## src/rtl/edabk_uart_pkg.sv

```systemverilog
// Shared UART constants, receiver state encoding and baud divisor helper.
// Optional build macro used by the receiver: CFG_RX_MAJORITY_EN.
package edabk_uart_pkg;

  localparam int CFG_DATA_WIDTH = 8;
  localparam int RX_OVERSAMPLE  = 16;

  localparam int BAUD_RATES [8] = '{1200, 2400, 4800, 9600, 19200, 38400, 57600, 115200};

  typedef enum logic [2:0] {
    WAIT_IDLE = 3'd0,
    IDLE      = 3'd1,
    START     = 3'd2,
    DATA      = 3'd3,
    STOP      = 3'd4
  } rx_state_t;

  // Clocks per oversample tick, floored and never below 1.
  function automatic int baud_div(input int clk_freq, input int code);
    int d;
    d = clk_freq / (BAUD_RATES[code[2:0]] * RX_OVERSAMPLE);
    if (d < 1) d = 1;
    return d;
  endfunction

endpackage

```

## src/rtl/edabk_rx_tick_gen.sv

```systemverilog
// Oversample tick generator: one tick every div clocks, tick_cnt counts 0..15 per bit.
// clear restarts the bit timing; load latches a new divisor.
module edabk_rx_tick_gen (
  input  logic        clk,
  input  logic        reset_n,
  input  logic        clear,
  input  logic        load,
  input  logic [15:0] div_in,
  output logic        tick,
  output logic [3:0]  tick_cnt
);

  logic [15:0] div_q;
  logic [15:0] div_cnt;

  assign tick = (div_cnt == div_q - 16'd1);

  always_ff @(posedge clk) begin
    if (!reset_n) begin
      div_q    <= 16'd1;
      div_cnt  <= 16'd0;
      tick_cnt <= 4'd0;
    end else begin
      if (load) div_q <= div_in;
      if (clear) begin
        div_cnt  <= 16'd0;
        tick_cnt <= 4'd0;
      end else if (tick) begin
        div_cnt  <= 16'd0;
        tick_cnt <= tick_cnt + 4'd1;
      end else begin
        div_cnt  <= div_cnt + 16'd1;
      end
    end
  end

endmodule

```

## src/rtl/edabk_receiver.sv

```systemverilog
// UART receiver, 16x oversampling, start + DATA_WIDTH data bits (LSB first) + stop.
// Define CFG_RX_MAJORITY_EN for 2-of-3 voting at ticks 7/8/9 instead of one sample at tick 8.
module edabk_receiver
  import edabk_uart_pkg::*;
#(
  parameter int DATA_WIDTH = CFG_DATA_WIDTH,
  parameter int CLK_FREQ   = 50_000_000
) (
  input  logic                  clk,
  input  logic                  reset_n,
  input  logic [2:0]            baudrate,
  input  logic                  rx_in,
  output logic [DATA_WIDTH-1:0] rx_out,
  output logic                  valid,
  output logic                  frame_err,
  output logic                  busy,
  output logic [2:0]            rx_state
);

  localparam logic [2:0] S_WAIT_IDLE = WAIT_IDLE;
  localparam logic [2:0] S_IDLE      = IDLE;
  localparam logic [2:0] S_START     = START;
  localparam logic [2:0] S_DATA      = DATA;
  localparam logic [2:0] S_STOP      = STOP;

  localparam int IDX_W = (DATA_WIDTH > 1) ? $clog2(DATA_WIDTH) : 1;

  localparam logic [15:0] BAUD_DIV [8] = '{
    16'(baud_div(CLK_FREQ, 0)), 16'(baud_div(CLK_FREQ, 1)),
    16'(baud_div(CLK_FREQ, 2)), 16'(baud_div(CLK_FREQ, 3)),
    16'(baud_div(CLK_FREQ, 4)), 16'(baud_div(CLK_FREQ, 5)),
    16'(baud_div(CLK_FREQ, 6)), 16'(baud_div(CLK_FREQ, 7))
  };

`ifdef CFG_RX_MAJORITY_EN
  localparam logic [3:0] DECIDE_CNT = 4'd9;
`else
  localparam logic [3:0] DECIDE_CNT = 4'd8;
`endif

  logic                  rx_meta, rx_s, rx_prev;
  logic [2:0]            state;
  logic [IDX_W-1:0]      bit_idx;
  logic [DATA_WIDTH-1:0] shreg;
  logic                  tick;
  logic [3:0]            tick_cnt;
  logic                  start_det, decide, wrap, sample;

  always_ff @(posedge clk) begin
    if (!reset_n) begin
      rx_meta <= 1'b1;
      rx_s    <= 1'b1;
      rx_prev <= 1'b1;
    end else begin
      rx_meta <= rx_in;
      rx_s    <= rx_meta;
      rx_prev <= rx_s;
    end
  end

  assign start_det = (state == S_IDLE) && rx_prev && !rx_s;
  assign decide    = tick && (tick_cnt == DECIDE_CNT);
  assign wrap      = tick && (tick_cnt == 4'd15);
  assign busy      = (state != S_IDLE);
  assign rx_state  = state;

  edabk_rx_tick_gen u_tick_gen (
    .clk      (clk),
    .reset_n  (reset_n),
    .clear    (start_det),
    .load     (start_det),
    .div_in   (BAUD_DIV[baudrate]),
    .tick     (tick),
    .tick_cnt (tick_cnt)
  );

`ifdef CFG_RX_MAJORITY_EN
  // Samples at ticks 7 and 8; the tick-9 sample is taken live at the decision.
  logic [1:0] early;

  always_ff @(posedge clk) begin
    if (!reset_n) begin
      early <= 2'b00;
    end else if (tick && tick_cnt == 4'd7) begin
      early[0] <= rx_s;
    end else if (tick && tick_cnt == 4'd8) begin
      early[1] <= rx_s;
    end
  end

  assign sample = (early[0] & early[1]) | (early[0] & rx_s) | (early[1] & rx_s);
`else
  assign sample = rx_s;
`endif

  always_ff @(posedge clk) begin
    if (!reset_n) begin
      state     <= S_WAIT_IDLE;
      bit_idx   <= '0;
      shreg     <= '0;
      rx_out    <= '0;
      valid     <= 1'b0;
      frame_err <= 1'b0;
    end else begin
      valid     <= 1'b0;
      frame_err <= 1'b0;
      case (state)
        S_WAIT_IDLE: if (rx_s) state <= S_IDLE;
        S_IDLE:      if (start_det) state <= S_START;
        S_START: begin
          if (decide && sample) begin
            state <= S_IDLE;
          end else if (wrap) begin
            state   <= S_DATA;
            bit_idx <= '0;
          end
        end
        S_DATA: begin
          if (decide) shreg <= {sample, shreg[DATA_WIDTH-1:1]};
          if (wrap) begin
            if (bit_idx == IDX_W'(DATA_WIDTH - 1)) state <= S_STOP;
            else bit_idx <= bit_idx + 1'b1;
          end
        end
        S_STOP: begin
          // Leave at the decision tick so a following start bit is not missed.
          if (decide) begin
            if (sample) begin
              rx_out <= shreg;
              valid  <= 1'b1;
              state  <= S_IDLE;
            end else begin
              frame_err <= 1'b1;
              state     <= S_WAIT_IDLE;
            end
          end
        end
        default: state <= S_WAIT_IDLE;
      endcase
    end
  end

endmodule

```

## config.mk

```make
export PLATFORM = sky130hd
export DESIGN_NAME = edabk_receiver
export DESIGN_NICKNAME = d
export VERILOG_FILES = /design/src/rtl/edabk_uart_pkg.sv /design/src/rtl/edabk_rx_tick_gen.sv /design/src/rtl/edabk_receiver.sv
export SDC_FILE = /design/constraint.sdc
export NUM_CORES = 1
export LEC_CHECK = 0
export ABC_AREA = 1
export CAP_MARGIN = 25
export CORE_ASPECT_RATIO = 1.1
export CORE_MARGIN = 2
export CORE_UTILIZATION = 43
export DETAILED_ROUTE_END_ITERATION = 6
export PLACE_DENSITY = 0.71
export SLEW_MARGIN = 40
export SYNTH_ARGS = -nofsm -noshare
export SYNTH_HDL_FRONTEND = slang
export SYNTH_SLANG_ARGS = --single-unit
```

## constraint.sdc

```tcl
create_clock -name clk -period 2.32 [get_ports clk]
set_input_delay 0.696 -clock clk [delete_from_list [all_inputs] [get_ports clk]]
set_output_delay 0.696 -clock clk [all_outputs]
set_load 0.01 [all_outputs]
```

### After elaboration in Yosys (flattened, before gate mapping)

Memories as Yosys holds them, arrays and structs flattened. A register that Yosys moved wholly into a read port is not among the register bits.
Index checks and enable logic that the tools add are counted.

| operators by class | value |
|---|---|
| add/sub/neg operators | 4 |
| equal/unequal tests | 18 |
| mux-type cells | 16 |
| bitwise operators | 2 |
| reduce and logical (&&, ||, !) cells | 16 |

Operators with widths:

| kind | count |
|---|---|
| 3-bit two-way mux | 11 |
| 16-bit by 1-bit adder with 16-bit output, second input constant | 1 |
| 16-bit == test | 1 |
| 2-bit != test, second input constant | 8 |
| 16-bit by 1-bit subtractor with 16-bit output, second input constant | 1 |
| 3-bit one-hot mux with 5 select lines | 1 |
| 4-bit == test, second input constant | 2 |
| 3-bit by 2-bit == test with 1-bit output, second input constant | 2 |
| 3-bit == test, second input constant | 2 |
| 3-bit one-hot mux with 2 select lines | 1 |
| 3-bit AND reduction | 2 |
| 6-bit AND reduction | 1 |
| 1-bit logical AND | 5 |
| 5-bit AND reduction | 1 |
| 4-bit by 1-bit adder with 4-bit output, second input constant | 1 |
| 3-bit NOT with 4-bit output | 1 |
| 3-bit by 1-bit adder with 3-bit output, second input constant | 1 |
| 3-bit by 1-bit == test with 1-bit output, second input constant | 1 |
| 3-bit zero test | 1 |
| 1-bit two-way mux | 3 |
| 3-bit by 1-bit != test with 1-bit output, second input constant | 1 |
| 3-bit != test, second input constant | 1 |
| 3-bit OR reduction | 1 |
| 1-bit zero test | 2 |
| other kinds (4) | 4 |

| storage, ports and cells | value |
|---|---|
| bits in registers | 47 |
| bits in read-only memories | 128 |
| bits of input ports | 6 |
| output and inout bits | 14 |
| logic and storage cells | 68 |
| memories kept | 1 |

Memories:

| memory | words | width | read ports | clocked after memory_dff | wr ports | line | text |
|---|---|---|---|---|---|---|---|
| (no name shown) | 8 | 16 | 1 | 1 | 0 | edabk_receiver.sv:72 | `.div_in (BAUD_DIV[baudrate]),` |

### Logic depth before layout (Yosys ltp)

Gate-level depths: netlist (run 1).

| depth | value |
|---|---|
| word-level depth | 6 |
| mapped depth | 19 |
| depth with buffers taken out | 19 |

### By module

From an unflattened synthesis (run 1), not the netlist that was laid out.

| second synthesis, totals | value |
|---|---|
| cell total of the unflattened synthesis | 548 |
| area total of the unflattened synthesis | 3662.3 um2 |

Modules (own cells, without submodules):

| module | instances | cells each | area an instance (um2) | sequential area each (um2) |
|---|---|---|---|---|
| edabk_rx_tick_gen | 1 | 367 | 2344.7 | 720.7 |
| edabk_receiver | 1 | 181 | 1317.5 | 540.5 |

### Least setup slack after synthesis (run 1)

No wires, ideal clock.

| path | value |
|---|---|
| path kind | register -> register |
| start | register u_tick_gen.div_q[0] |
| end | register rx_out[4] |
| library setup time | 0.066 ns |
| data arrival time | 2.082 ns |
| data required time | 2.254 ns |
| setup slack | 0.172 ns |
| stages on the path, launching flop included | 18 |
| buffers on the path | 1 |
| clock period less this slack | 2.148 ns |
| cell sequence | dfxtp_1 inv_1 ha_1 nand2_2 nor2_2 inv_2 nand2_1 nand2_1 nand2_1 nand2_1 nor2_1 nand2_2 nor2_4 nand3_4 nor2_4 buf_6 o21ai_2 a21oi_2 |

| on the way | value |
|---|---|
| cells in the longest elaborated chain, start to end | 4 |

RTL lines:

| element | line | text |
|---|---|---|
| start: declaration | edabk_rx_tick_gen.sv:13 | `logic [15:0] div_q;` |
| 16-bit by 1-bit subtractor with 16-bit output | edabk_rx_tick_gen.sv:16 | `assign tick = (div_cnt == div_q - 16'd1);` |
| 16-bit == test | edabk_rx_tick_gen.sv:16 |  |
| 1-bit logical AND | edabk_receiver.sv:62 | `assign decide = tick && (tick_cnt == DECIDE_CNT);` |
| 3-bit AND reduction (no line) | -- |  |
| end signal: assignment | edabk_receiver.sv:129 | `rx_out <= shreg;` |
| end: declaration | edabk_receiver.sv:13 | `output logic [DATA_WIDTH-1:0] rx_out,` |

Every way passes these cells.
A chain may end at the register's enable or synchronous reset.

### Worst setup path after layout (run 1)

| path | value |
|---|---|
| start | register u_tick_gen.div_q[1] |
| end | register state[1], in the netlist rx_state[1] |

| on the way | value |
|---|---|
| cells in the longest elaborated chain, start to end | 6 |
| elaborated cells on any way between the ends | 11 |
| those cells by class | add/sub (1); eq/ne (4); mux (2); reduce/logical (4) |

RTL lines:

| element | line | text |
|---|---|---|
| 16-bit by 1-bit subtractor with 16-bit output * | edabk_rx_tick_gen.sv:16 |  |
| 16-bit == test * | edabk_rx_tick_gen.sv:16 |  |
| 1-bit logical AND | edabk_receiver.sv:62 |  |
| 1-bit logical AND | edabk_receiver.sv:111 | `if (decide && sample) begin` |
| 3-bit != test (no line) or 3-bit two-way mux (tied branches) | -- |  |
| 6-bit AND reduction (no line) or 3-bit one-hot mux with 5 select lines (tied branches) | -- |  |
| end signal: assignment | edabk_receiver.sv:109 | `S_IDLE: if (start_det) state <= S_START;` |
| end signal: assignment | edabk_receiver.sv:112 | `state <= S_IDLE;` |
| end signal: assignment | edabk_receiver.sv:114 | `state <= S_DATA;` |
| end: declaration | edabk_receiver.sv:42 | `logic [2:0] state;` |

Mark *: on every way between the ends. The rest lies on a longest branch, timed or not.

==> impl_results.md, run 1 <==
* Worst VDD drop at 0.6415 mV
* Number of synthesized flops with an enable pin at 0
* Fin. Hold Viols at 0
* Clock Tree Buf Depth at 2
* Overall Global Routing Usage at 19.98%
* Period utilization at 98.03%
* Post-synth top area share at 35.45%
* Final net count at 558
* Global-route wire length before repair at 13310 um
* Port buffer count at 19
* Cell leakage power at 1.842 nW
* CP arrival at 2510 ps
* Synth Register Bits at 59
* Max-cap violation count at 0
* Placed Instances at 624
* Ys async rst share at 0%
* P per Cell Area at 810.1 nW/um2
* First drt pass iteration count at 5
* CP Max Fanout at 3
* GPL Wtd Cong at 0.9621
* Status: finished clean
* Sequential area share after synthesis at 35.45%
* Initial Util at 44.58%
* Total grt overflow at 0
* Clock sink count at 59
* Fin cells at 650
* Worst-skew pair later-pin latency at 340 ps
* Wire per inst at 11.88 um
* FILL cells at 702
* Final setup vio count at 0
* Layout cells sized above 1 at 18.53%
* Most common cell after layout, fill and taps aside: nand2_1
* Mapped Nets at 510
* Synth Instances at 492
* Worst slew pin tran at 454.0 ps
* I/O pin total at 20
* Critical path capture point type: flop
* DIE HEIGHT at 96.33 um
* Placeable Area at 7473 um2
* DRT iter0 DRCs at 154
* Crit Path Category: reg -> reg
* Top post-synthesis cells by area: dfxtp_1 35%, nand2_1 12%, inv_1 8.3%
* Initial antenna violation count at 0
* Post-route cell area at 4150 um2
* N_diodes at 0
* Routed wire length at 7724 um
* Tot Pwr at 3.362 mW
* CTS clock-pin slew for the worst setup and hold paths at 70 ps
* Library cells used by synthesis at 35
* Avg Inst Size Synth at 6.772 um2
* FP Rows at 33
* Clock skew at 8.698 ps
* CTS Buf Count at 9
* DP HPWL at 5729 um
* Mapped Area at 3332 um2
* Multi-input gate area at 1929 um2
* Sequential cell area at 1185 um2
* Slew margin rel. at 69.60%
* Startpoint Class: flop
* Largest net degree at the start of global routing at 28
* Die width at 87.93 um
* Setup repair after global routing missed its margin: true
* Die area at 8470 um2
* Vias/cell at 5.011
* Minimum hold slack at 438.1 ps
* Placed cell areas at 3751 um2
* H-tree levels at 3
* Synth Flop Type: dfxtp_1
* ANT nets after route at 0
* Final worst path period need at 2274 ps
* Vias in the first global route at 3121
* Worst Hold Class: reg -> reg
* P&R area growth vs syn at 24.56%
* Yosys top cell by area: dfxtp_1
* CTS hold repair buffers at 0
* Most frequent cells in the layout: 107 x nand2_1, 67 x inv_1, 56 x dfxtp_1
* Max-slew violations at 0
* Vias at 3257
* Worst EP required at 2560 ps
* Fmax at 0.4397 GHz
* CTS Root Cell: clkbuf_8
* TritonCTS clock tree: yes
* Drc violations at 0
* Total of warnings raised by yosys at 0
stage by stage:
stage,setup WS [ps],utilization (%),setup TNS (ps)
after detailed placement,-94.68,50.19,-1131
after floorplan,172.4,-,0
final,45.62,55.53,0
after global placement,6.258,50.19,0
after CTS,4.827,54.06,0
after global routing,-115.2,55.53,-778.4
cell families after synthesis:
group,count (synthesis),share of synthesized area [%]
adders and majority gates,12,4.506
AOI/OAI and AO/OA,77,13.33
xor gates and xnor gates,10,2.629
DFF,59,35.45
and+or+nand+nor,247,33.98
buffers and inverters,87,10.10
synthesized netlist by cell type (4+ instances only):
library cell,instances
nand2_1,109
inv_1,74
dfxtp_1,59
nor2_1,52
nand3_1,41
a21oi_1,33
o21ai_0,24
ha_1,12
nor3_1,12
xor2_1,8
nand2_2,7
nor2_4,6
a211oi_1,5
nand4_1,5
inv_2,4
nor2_2,4
layer usage:
layer | GRT usage [%] | vias to the layer above | part of all wire [%]
met1 | 23.31 | 1501 | 46
met2 | 34.97 | 65 | 49
met4 | 9.487 | 0 | 1.6
li1 | - | 1679 | -
met3 | 3.774 | 12 | 3.5
met5 | 0 | - | 0
flip-flops by register name (all words and copies together) (netlist names), 3 cells and up:
register and cells:
u_tick_gen.div_cnt 16, u_tick_gen.div_q 12, rx_out 8, shreg 8, u_tick_gen.tick_cnt 4, bit_idx 3
rx_state 3
where the power goes:
part           leakage (nW)  switching (mW)  internal [mW]
clock                0.0901           0.434          0.502
sequential            0.478          0.0751           1.08
combinational          1.27           0.723          0.552
total                  1.84            1.23           2.13
path summary, 6_finish.rpt:
kind                        from           to  slack (ps)  depth (start not counted)
max reg2reg  u_tick_gen.div_q[1]  rx_state[1]          50                         20
min reg2reg              rx_meta         rx_s         440                          1
max          u_tick_gen.div_q[1]  rx_state[1]          50                         20
min                      rx_meta         rx_s         440                          1
worst max-delay path: stages, from the launching register on:
cell	delay [ps]
dfxtp_2	360
inv_2	60
ha_4	260
inv_2	30
nand2_1	40
nand2_1	60
nor2_2	110
nand2_1	70
nor2_2	90
nand2_1	70
nor2_2	110
nand3_2	130
nor2_4	160
buf_6	130
nand2_4	60
nand2_4	70
inv_2	40
nor2_4	130
nand3_2	60
nand2_1	60
nor2_1	40
repair_timing:
item	CTS	global route
setup buffers	8	2
gates resized for setup	12	35
pin swaps	9	18
setup endpoints to repair	24	36
layout make-up:
class                           count  area share, %
Multi-Input combinational cell    346          46.49
Sequential cell                    59          28.55
Timing Repair Buffer               43          9.798
Inverter                           81          7.326
Clock buffer                       11          3.166
Tap cell                          105          3.166
Clock inverter                      5          1.507
No activity file was read; power rests on OpenSTA's default activity.
==> inputs of run 2 (changes only) <==
--- a/config.mk
+++ b/config.mk
@@ -16,3 +16,4 @@
 export SYNTH_ARGS = -nofsm -noshare
 export SYNTH_HDL_FRONTEND = slang
 export SYNTH_SLANG_ARGS = --single-unit
+export TNS_END_PERCENT = 5
==> constraint.sdc (replaced) <==
create_clock -name clk -period 2.5 [get_ports clk]
set_input_delay 0.75 -clock clk [delete_from_list [all_inputs] [get_ports clk]]
set_output_delay 0.75 -clock clk [all_outputs]
set_load 0.01 [all_outputs]
==> run 2 against run 1 <==
- global-route usage fell by 0.33 points
- sequential share of layout area grew 1.3 points
- sequential power shrank 8%
- clock power fell by 2%
- critical path type is now reg -> out
- highest routed layer unchanged
==> impl_results.md, run 2 (synthesis results as in run 1) <==
* Vias in the first global route at 3019 (-3.3%)
* ANT nets after route at 0 (unchanged)
* CTS clock-pin slew for the worst setup and hold paths at 80 ps (about the same)
* Finished Core Util at 53.02% (-2.5 points)
* Clock sink count at 59 (unchanged)
* DP HPWL at 5738 um (+0.17%)
* Worst VDD drop at 0.4734 mV (-26%)
* DRT iter0 DRCs at 152 (-1.3%)
* Launch point of the worst hold path: rx_meta
* Final worst setup slack at 199.4 ps (+153.7 ps)
* Cells on worst reg2reg path at 17 (-15%)
* Final net count at 547 (-2.0%)
* Final worst path period need at 2301 ps
* Setup repair after global routing missed its margin: true
* CP most frequent cell: inv_1
* Setup TNS at 0 ps (unchanged)
* I/O pin total at 20 (unchanged)
* Post-Place Setup Slack at 85.37 ps (+180.0 ps)
* Largest net degree at the start of global routing at 29 (+3.6%)
* Final setup vio count at 0 (unchanged)
* N_diodes at 0 (unchanged)
* Initial antenna violation count at 0 (unchanged)
* Fin. Hold Viols at 0 (unchanged)
* Cell leakage power at 1.752 nW (-4.9%)
* H-tree levels at 3 (unchanged)
* Placeable Area at 7473 um2 (unchanged)
* First drt pass iteration count at 4 (-1)
* Layout cells sized above 1 at 12.92% (-5.6 points)
* Drc violations at 0 (unchanged)
* TritonCTS clock tree: yes
* CP arrival at 1550 ps (-960 ps)
* Worst Hold Class: reg -> reg
* Wire per inst at 11.89 um (about the same)
* P&R area growth vs syn at 18.93%
* Critical path capture point type: output port
* Vias/cell at 4.958 (-1.1%)
* Worst path slowest cell: clkdlybuf4s50_1
* DIE HEIGHT at 96.33 um (unchanged)
* Max-slew violations at 0 (unchanged)
* Tot Pwr at 2.854 mW (-15%)
* FP Rows at 33 (unchanged)
* CP Max Fanout at 5 (+2)
* Slew margin rel. at 68.31% (-1.3 points)
* Crit Path Category: reg -> out
* GPL Wtd Cong at 0.9150 (-4.9%)
* Max FFs per register at 16 (unchanged)
* Multi-input gate area at 1834 um2 (-4.9%)
* P per Cell Area at 720.3 nW/um2 (-11%)
* Period utilization at 92.03%
* Worst EP required at 1750 ps (-810 ps)
* Hold endpoint: rx_s
* CTS Root Cell: clkbuf_8
* Clock Tree Buf Depth at 2 (unchanged)
* Worst slew pin tran at 471.6 ps (+17.68 ps)
* Vias at 3168 (-2.7%)
* Total grt overflow at 0 (unchanged)
* Initial Util at 44.58% (unchanged)
* Most frequent cells in the layout: 109 x nand2_1, 73 x inv_1, 58 x dfxtp_1
* Sequential cell area at 1182 um2 (-0.21%)
* Status: finished clean
* Die width at 87.93 um (unchanged)
* Die area at 8470 um2 (unchanged)
* Worst-skew pair later-pin latency at 350 ps (about the same)
* Largest reg by FF count: u_tick_gen.div_cnt
* Hold Crit Depth at 1 (unchanged)
* Startpoint Class: flop
* Reg2reg start: u_tick_gen.div_q[1]
* FILL cells at 720 (+2.6%)
* Fmax at 0.4347 GHz
* R2r setup slk at 210 ps (+160 ps)
* Routed wire length at 7597 um (-1.6%)
* Minimum hold slack at 421.1 ps (-17.02 ps)
* Biggest regs: u_tick_gen.div_cnt: 16 flops, u_tick_gen.div_q: 12 flops
* Global-route wire length before repair at 13050 um (-1.9%)
* Port buffer count at 19 (unchanged)
* Max-cap violation count at 0 (unchanged)
* Worst r2r dst: rx_out[1]
* Overall Global Routing Usage at 19.65% (-0.33 points)
* Most common cell after layout, fill and taps aside: nand2_1
* CTS Buf Count at 9 (unchanged)
* CP max stage delay at 480 ps (+120 ps)
* Clock skew at 8.205 ps (-0.4938 ps)
* Crit-path cells: inv_1, nor3_1, inv_1, clkdlybuf4s50_1
-- run 2: changes by cell type in the layout (fill, tap and decap cells not counted), sizes merged --
| cell | before | now |
|---|---|---|
| clkbuf | 11 | 10 |
| clkinv | 4 | 6 |
| buf | 24 | 13 |
| clkinvlp | 2 | 1 |
-- run 2: where the power goes --
part           switching [mW]  internal [mW]  leakage (nW)
clock                   0.426          0.495         0.103
sequential             0.0667          0.996         0.478
combinational           0.546          0.323          1.17
-- run 2: critical path, delay by kind of cell (launching register included) --
family / cells / cell delay, ps
flops: 1 / 410
simple gates: 1 / 180
buf+inv: 3 / 610
-- run 2: per-layer routing --
metal / routed length (um) / GRT usage [%] / up-vias / share of wire (%)
met5: 0 / 0 / - / 0
met4: 176 / 8.846 / 0 / 2.3
met3: 316 / 5.146 / 16 / 4.2
met2: 3568 / 33.33 / 66 / 47
met1: 3535 / 23.14 / 1427 / 47
li1: - / - / 1659 / -
-- run 2: final cells by class --
| class | instances | share of cell area (%) |
|---|---|---|
| Inverter | 81 | 7.673 |
| Clock inverter | 6 | 1.831 |
| Multi-Input combinational cell | 346 | 46.29 |
| Timing Repair Buffer | 32 | 7.578 |
| Sequential cell | 59 | 29.84 |
| Tap cell | 105 | 3.315 |
| Clock buffer | 10 | 3.473 |
-- run 2: timing repair --
| item | in CTS | in global routing |
|---|---|---|
| hold buffers | 0 | 0 |
| buffers inserted | 0 | 5 |
| gates resized for setup | 0 | 13 |
| setup endpoints to repair | 0 | 31 |
-- run 2: how the worst max path moves through the flow --
stage,from,endpoint,slack (ps),cells after the start
after floorplan,u_tick_gen.div_q[0],rx_out[4],350,17
after global placement,u_tick_gen.div_q[1],rx_out[2],200,16
after detailed placement,u_tick_gen.div_q[1],rx_out[6],90,16
after global routing,u_tick_gen.div_q[1],shreg[7],-40,17
final,rx_state[0],busy,200,4
after CTS,u_tick_gen.div_q[1],rx_out[1],70,16
-- run 2: metrics by stage --
stage,area [um2],std cells
after floorplan,3332,492
after global placement,3681,618
after detailed placement,3681,618
after CTS,3891,634
after global routing,3963,639
final,3963,639
